<file path="config.mk">
export PLATFORM = sky130hd
export DESIGN_NAME = demux4_stream_flat
export DESIGN_NICKNAME = d
export VERILOG_FILES = /design/src/rtl/demux4_stream_if.sv /design/src/rtl/demux4_stream.sv /design/src/flat_wrapper.sv
export SDC_FILE = /design/constraint.sdc
export NUM_CORES = 1
export LEC_CHECK = 0
export ABC_AREA = 1
export CAP_MARGIN = 20
export CORE_MARGIN = 1
export CORE_UTILIZATION = 47
export DETAILED_ROUTE_END_ITERATION = 10
export GPL_ROUTABILITY_DRIVEN = 0
export HOLD_SLACK_MARGIN = 0.08
export PLACE_DENSITY = 0.8
export SLEW_MARGIN = 20
export SYNTH_ARGS = -nofsm -noshare
export SYNTH_HDL_FRONTEND = slang
export SYNTH_SLANG_ARGS = --single-unit
export TNS_END_PERCENT = 20
</file>
<file path="constraint.sdc">
create_clock -name clk -period 2.8 [get_ports clk]
set_input_delay 0.56 -clock clk [delete_from_list [all_inputs] [get_ports clk]]
set_output_delay 0.56 -clock clk [all_outputs]
set_load 0.02 [all_outputs]
</file>
<file path="src/rtl/demux4_stream_if.sv">
// demux4_stream_if: producer-side and consumer-side stream signals of the 1-to-4 demux; bcast exists only with DEMUX4_BCAST_EN
interface demux4_stream_if #(parameter int WIDTH = 8);
  logic [WIDTH-1:0] d;
  logic [1:0]       sel;
  logic             in_valid;
  logic             in_ready;
  logic [WIDTH-1:0] y0, y1, y2, y3;
  logic [3:0]       out_valid;
  logic [3:0]       out_ready;
  logic [2:0]       occ;
`ifdef DEMUX4_BCAST_EN
  logic             bcast;
  modport master (output d, sel, in_valid, out_ready, bcast, input in_ready, y0, y1, y2, y3, out_valid, occ);
  modport slave  (input d, sel, in_valid, out_ready, bcast, output in_ready, y0, y1, y2, y3, out_valid, occ);
`else
  modport master (output d, sel, in_valid, out_ready, input in_ready, y0, y1, y2, y3, out_valid, occ);
  modport slave  (input d, sel, in_valid, out_ready, output in_ready, y0, y1, y2, y3, out_valid, occ);
`endif
endinterface

</file>
<file path="src/rtl/demux4_stream.sv">
// demux4_stream: registered 1-to-4 stream demux with a one-entry holding register per channel; DEMUX4_BCAST_EN adds broadcast
module demux4_stream #(
  parameter int WIDTH = 8
) (
  input logic            clk,
  input logic            reset,
  demux4_stream_if.slave bus
);
  logic [WIDTH-1:0] y_q [4];
  logic [WIDTH-1:0] y_d [4];
  logic [3:0]       out_valid_q, out_valid_d;
  logic [2:0]       occ_q, occ_d;
  logic [3:0]       can_take, load;
  logic             bc, in_ready, accept;
  // A channel can take a word when empty or being drained this cycle; load wins over drain
  always_comb begin
`ifdef DEMUX4_BCAST_EN
    bc = bus.bcast;
`else
    bc = 1'b0;
`endif
    can_take = ~out_valid_q | bus.out_ready;
    in_ready = bc ? &can_take : can_take[bus.sel];
    accept = bus.in_valid && in_ready;
    load = !accept ? 4'b0000 : bc ? 4'b1111 : 4'b0001 << bus.sel;
    for (int i = 0; i < 4; i++) y_d[i] = load[i] ? bus.d : y_q[i];
    out_valid_d = load | (out_valid_q & ~bus.out_ready);
    occ_d = {2'b00, out_valid_d[0]} + {2'b00, out_valid_d[1]} + {2'b00, out_valid_d[2]} + {2'b00, out_valid_d[3]};
  end
  // Channel registers and occupancy; reset discards everything including a coincident accept
  always_ff @(posedge clk) begin
    if (reset) begin
      for (int i = 0; i < 4; i++) y_q[i] <= '0;
      out_valid_q <= '0;
      occ_q <= '0;
    end else begin
      for (int i = 0; i < 4; i++) y_q[i] <= y_d[i];
      out_valid_q <= out_valid_d;
      occ_q <= occ_d;
    end
  end
  assign bus.in_ready  = in_ready;
  assign bus.y0        = y_q[0];
  assign bus.y1        = y_q[1];
  assign bus.y2        = y_q[2];
  assign bus.y3        = y_q[3];
  assign bus.out_valid = out_valid_q;
  assign bus.occ       = occ_q;
endmodule

</file>
<file path="src/flat_wrapper.sv">
// flat-port wrapper written by rule: the top's interface ports become plain ports
module demux4_stream_flat 
#(
  parameter int WIDTH = 8
)
  (clk, reset, bus_d, bus_sel, bus_in_valid, bus_out_ready, bus_in_ready, bus_y0, bus_y1, bus_y2, bus_y3, bus_out_valid, bus_occ);
  demux4_stream_if #(.WIDTH(WIDTH)) bus_i ();
  input logic clk;
  input logic reset;
  input wire logic [$bits(bus_i.d)-1:0] bus_d;
  input wire logic [$bits(bus_i.sel)-1:0] bus_sel;
  input wire logic [$bits(bus_i.in_valid)-1:0] bus_in_valid;
  input wire logic [$bits(bus_i.out_ready)-1:0] bus_out_ready;
  output wire logic [$bits(bus_i.in_ready)-1:0] bus_in_ready;
  output wire logic [$bits(bus_i.y0)-1:0] bus_y0;
  output wire logic [$bits(bus_i.y1)-1:0] bus_y1;
  output wire logic [$bits(bus_i.y2)-1:0] bus_y2;
  output wire logic [$bits(bus_i.y3)-1:0] bus_y3;
  output wire logic [$bits(bus_i.out_valid)-1:0] bus_out_valid;
  output wire logic [$bits(bus_i.occ)-1:0] bus_occ;
  assign bus_i.d = bus_d;
  assign bus_i.sel = bus_sel;
  assign bus_i.in_valid = bus_in_valid;
  assign bus_i.out_ready = bus_out_ready;
  assign bus_in_ready = bus_i.in_ready;
  assign bus_y0 = bus_i.y0;
  assign bus_y1 = bus_i.y1;
  assign bus_y2 = bus_i.y2;
  assign bus_y3 = bus_i.y3;
  assign bus_out_valid = bus_i.out_valid;
  assign bus_occ = bus_i.occ;
  demux4_stream #(.WIDTH(WIDTH)) u_core (.clk(clk), .reset(reset), .bus(bus_i));
endmodule
</file>
==> impl_metrics.py <==
metrics = {
    "power": {
        "p_leak_nw": 1.335,
        "p_total_mw": 1.268,
        "power.density_nw_per_um2": 478.4,
        "vdd_drop_max_mv": 0.3788,
    },
    "layout": {
        "stdcell_area_um2": 2650,
        "layout_common_cells": "nand2_1 (73), inv_1 (69), nor2_1 (55), clkdlybuf4s50_1 (55), dfxtp_1 (39)",
        "final_common_cell": "nand2_1",
        "drive_gt1_share_pct": 9.429,
        "antenna_cells": 0,
        "fillers": 340,
        "syn2layout_area_growth_pct": 38.34,
        "fin_nets": 369,
        "final_cells": 398,
    },
    "sta": {
        "setup_tns_ns": 0,
        "maxSlewHeadroom_pct": 78.98,
        "setup_viol_count_final": 0,
        "fmax_mhz": 406.2,
        "rsz0062_at_grt": "false",
        "report.final.slew_viol_count": 0,
        "finalCriticalPeriod_ns": 2.462,
        "layout_setup_ws_ns": 0.3380,
        "fin_crit_sh_pct": 87.93,
        "worstMarginPinSlew_ns": 0.3143,
        "skew_ns": 0.007923,
        "hold_violations": 0,
    },
    "global_routing": {
        "grt_pass1_vias": 1545,
        "grt_pass1_wl_mm": 6.672,
        "gr-usage-all-layers_pct": 20.48,
        "grt_remaining_overflow": 0,
        "antenna_found_initial": 0,
        "grt_max_degree": 30,
    },
    "critical_path": {
        "crit_chain": "clkdlybuf4s50_1 -> buf_4 -> nor2_8 -> nand2_1 -> nand2_2 -> nor2_8 -> buf_4 -> nand3_4 -> nand2_1 -> fa_1 -> ha_1 -> inv_1 -> nor2_1",
        "slowest_stage": "clkdlybuf4s50_1",
        "path_max_fanout": 5,
        "critical_path_class": "in2reg",
        "crit_family": "buffers and inverters",
        "worstPathRequired_ns": 2.97,
        "crit_path_end_kind": "flop",
        "arrival_ns": 2.63,
        "cp-start-kind": "input port",
        "cp_num_buf_inv": 4,
        "cpPeakStageDelay_ns": 0.50,
    },
    "routing": {
        "num_vias": 1765,
        "drtAntennaViolNets": 0,
        "drc": 0,
        "firstDrtPassIters": 4,
        "drt-initial-drc-count": 53,
        "wl_per_cell_um": 10.16,
        "routed_wl_mm": 4.043,
        "via_per_inst": 4.435,
    },
    "cts": {
        "clockBufferDepth": 2,
        "cts_sinks": 39,
        "cts_inserted_buffers": 5,
        "ctsHoldBuffers": 0,
        "htree_num_levels": 2,
        "clkTransAtPathRegs_ns": 0.07,
        "cts_tree": "done",
        "clock-root-buffer": "clkbuf_8",
        "clk_latency_ns": 0.29,
    },
    "job": {
        "maxCapViolations": 0,
    },
    "place": {
        "dpl_cell_area_um2": 2547,
        "place_inst": 390,
        "io_buffers": 56,
        "dpl.hpwl_mm": 3.004,
        "place_ws_ns": 0.01368,
    },
    "synthesis": {
        "synth-main-ff-cell": "dfxtp_1",
        "synth_edf_count": 0,
        "synthesis.nets": 305,
        "synth_async_sr_flop_share_pct": 0,
        "syn_area_per_cell_um2": 6.721,
        "ys_ff_latch": 39,
        "yosysSeqAreaShare_pct": 40.76,
        "synthDistinctLibCells": 20,
        "syn-cell-area_um2": 1916,
        "ys_warn_count": 0,
        "synth_cells": 285,
    },
    "floorplan": {
        "dieArea_um2": 4335,
        "die_h_um": 65.84,
        "fp.coreArea_um2": 3771,
        "die_width_um": 65.84,
        "initial_core_util_pct": 50.80,
        "ios": 57,
        "std_cell_rows": 22,
    },
    "outcome": {
        "status": "complete, no violations",
    },
    "worst_hold_path": {
        "hp-class": "reg2reg",
    },
}
-- Yosys cell counts (2+ instances only) --
cell type	n	area [um2]
clkbuf_1	2	7.510
nand4_1	16	100.1
inv_1	69	259.0
nand4_2	2	25.02
buf_4	2	15.01
ha_1	2	25.02
nor2_1	55	206.5
buf_2	3	15.01
inv_2	2	7.510
nand3_4	2	35.03
nor2_2	2	12.51
nor2_8	2	40.04
nand2_2	4	25.02
a21oi_1	4	20.02
nand2_1	73	274.0
dfxtp_1	39	780.8
buf_6	3	33.78
-- repair_timing --
| action | 4_1_cts | 5_1_grt |
|---|---|---|
| setup buffers | 0 | 0 |
| setup endpoints to repair | 0 | 1 |
| resized for setup | 0 | 1 |
-- metrics by stage --
| step | hold WS [ns] | util (%) |
|---|---|---|
| global placement | 0.4960 | 67.55 |
| floorplan | 0.5825 | - |
| detailed placement | 0.4958 | 67.55 |
| global route | 0.5407 | 70.27 |
| finish | 0.5075 | 70.27 |
| CTS | 0.5093 | 70.21 |
-- where the power goes --
| part | switching [mW] | internal, mW |
|---|---|---|
| clock network | 0.186 | 0.225 |
| registers | 0.0144 | 0.585 |
| logic | 0.141 | 0.117 |
-- state kept, by name (all words and copies together), names as in the netlist --
signal / flops
u_core.y_q: 32
u_core.bus.out_valid: 4
u_core.bus.occ: 3
-- area by class of cell --
| type | count | area, um2 | share of cell area (%) |
|---|---|---|---|
| Timing Repair Buffer | 67 | 645.6 | 24.36 |
| Sequential cell | 39 | 780.7 | 29.46 |
| Inverter | 72 | 272.8 | 10.29 |
| Tap cell | 48 | 60.06 | 2.266 |
| Clock buffer | 8 | 100.1 | 3.777 |
| Multi-Input combinational cell | 164 | 790.8 | 29.84 |
-- metal layers --
layer / part of all wire [%] / track usage [%] / wire, um
met2: 44 / 31.51 / 1764
met3: 7.3 / 8.448 / 295
met5: 0 / 0 / 0
met1: 48 / 25.78 / 1950
met4: 0.82 / 6.522 / 33
-- logic make-up (layout without fill, tap and decap cells) --
family	after synthesis	in the layout	share of synthesized area, %
simple gates	157	157	37.88
buf+inv	82	147	17.96
flops	39	39	40.76
compound gates	4	4	1.045
fa+ha+maj	3	3	2.351
-- final timing paths --
check | from | endpoint | slack (ns) | cells past startpoint
max | bus_sel[0] | u_core.bus.occ[1]$_SDFF_PP0_ | 0.34 | 13
min | u_core.y_q[0][22]$_SDFFE_PP0P_ | u_core.y_q[0][22]$_SDFFE_PP0P_ | 0.51 | 4
max reg2reg | u_core.bus.out_valid[0]$_SDFF_PP0_ | u_core.bus.occ[1]$_SDFF_PP0_ | 0.75 | 12
min reg2reg | u_core.y_q[0][22]$_SDFFE_PP0P_ | u_core.y_q[0][22]$_SDFFE_PP0P_ | 0.51 | 4
-- tightest hold or removal path, delay by kind of cell, from the launching register on --
| family | cells | cell delay (ns) |
|---|---|---|
| DFF | 1 | 0.31 |
| and+or+nand+nor | 2 | 0.07 |
| buffers and inverters | 2 | 0.08 |
Note: power is estimated with default switching activity, not from simulation.
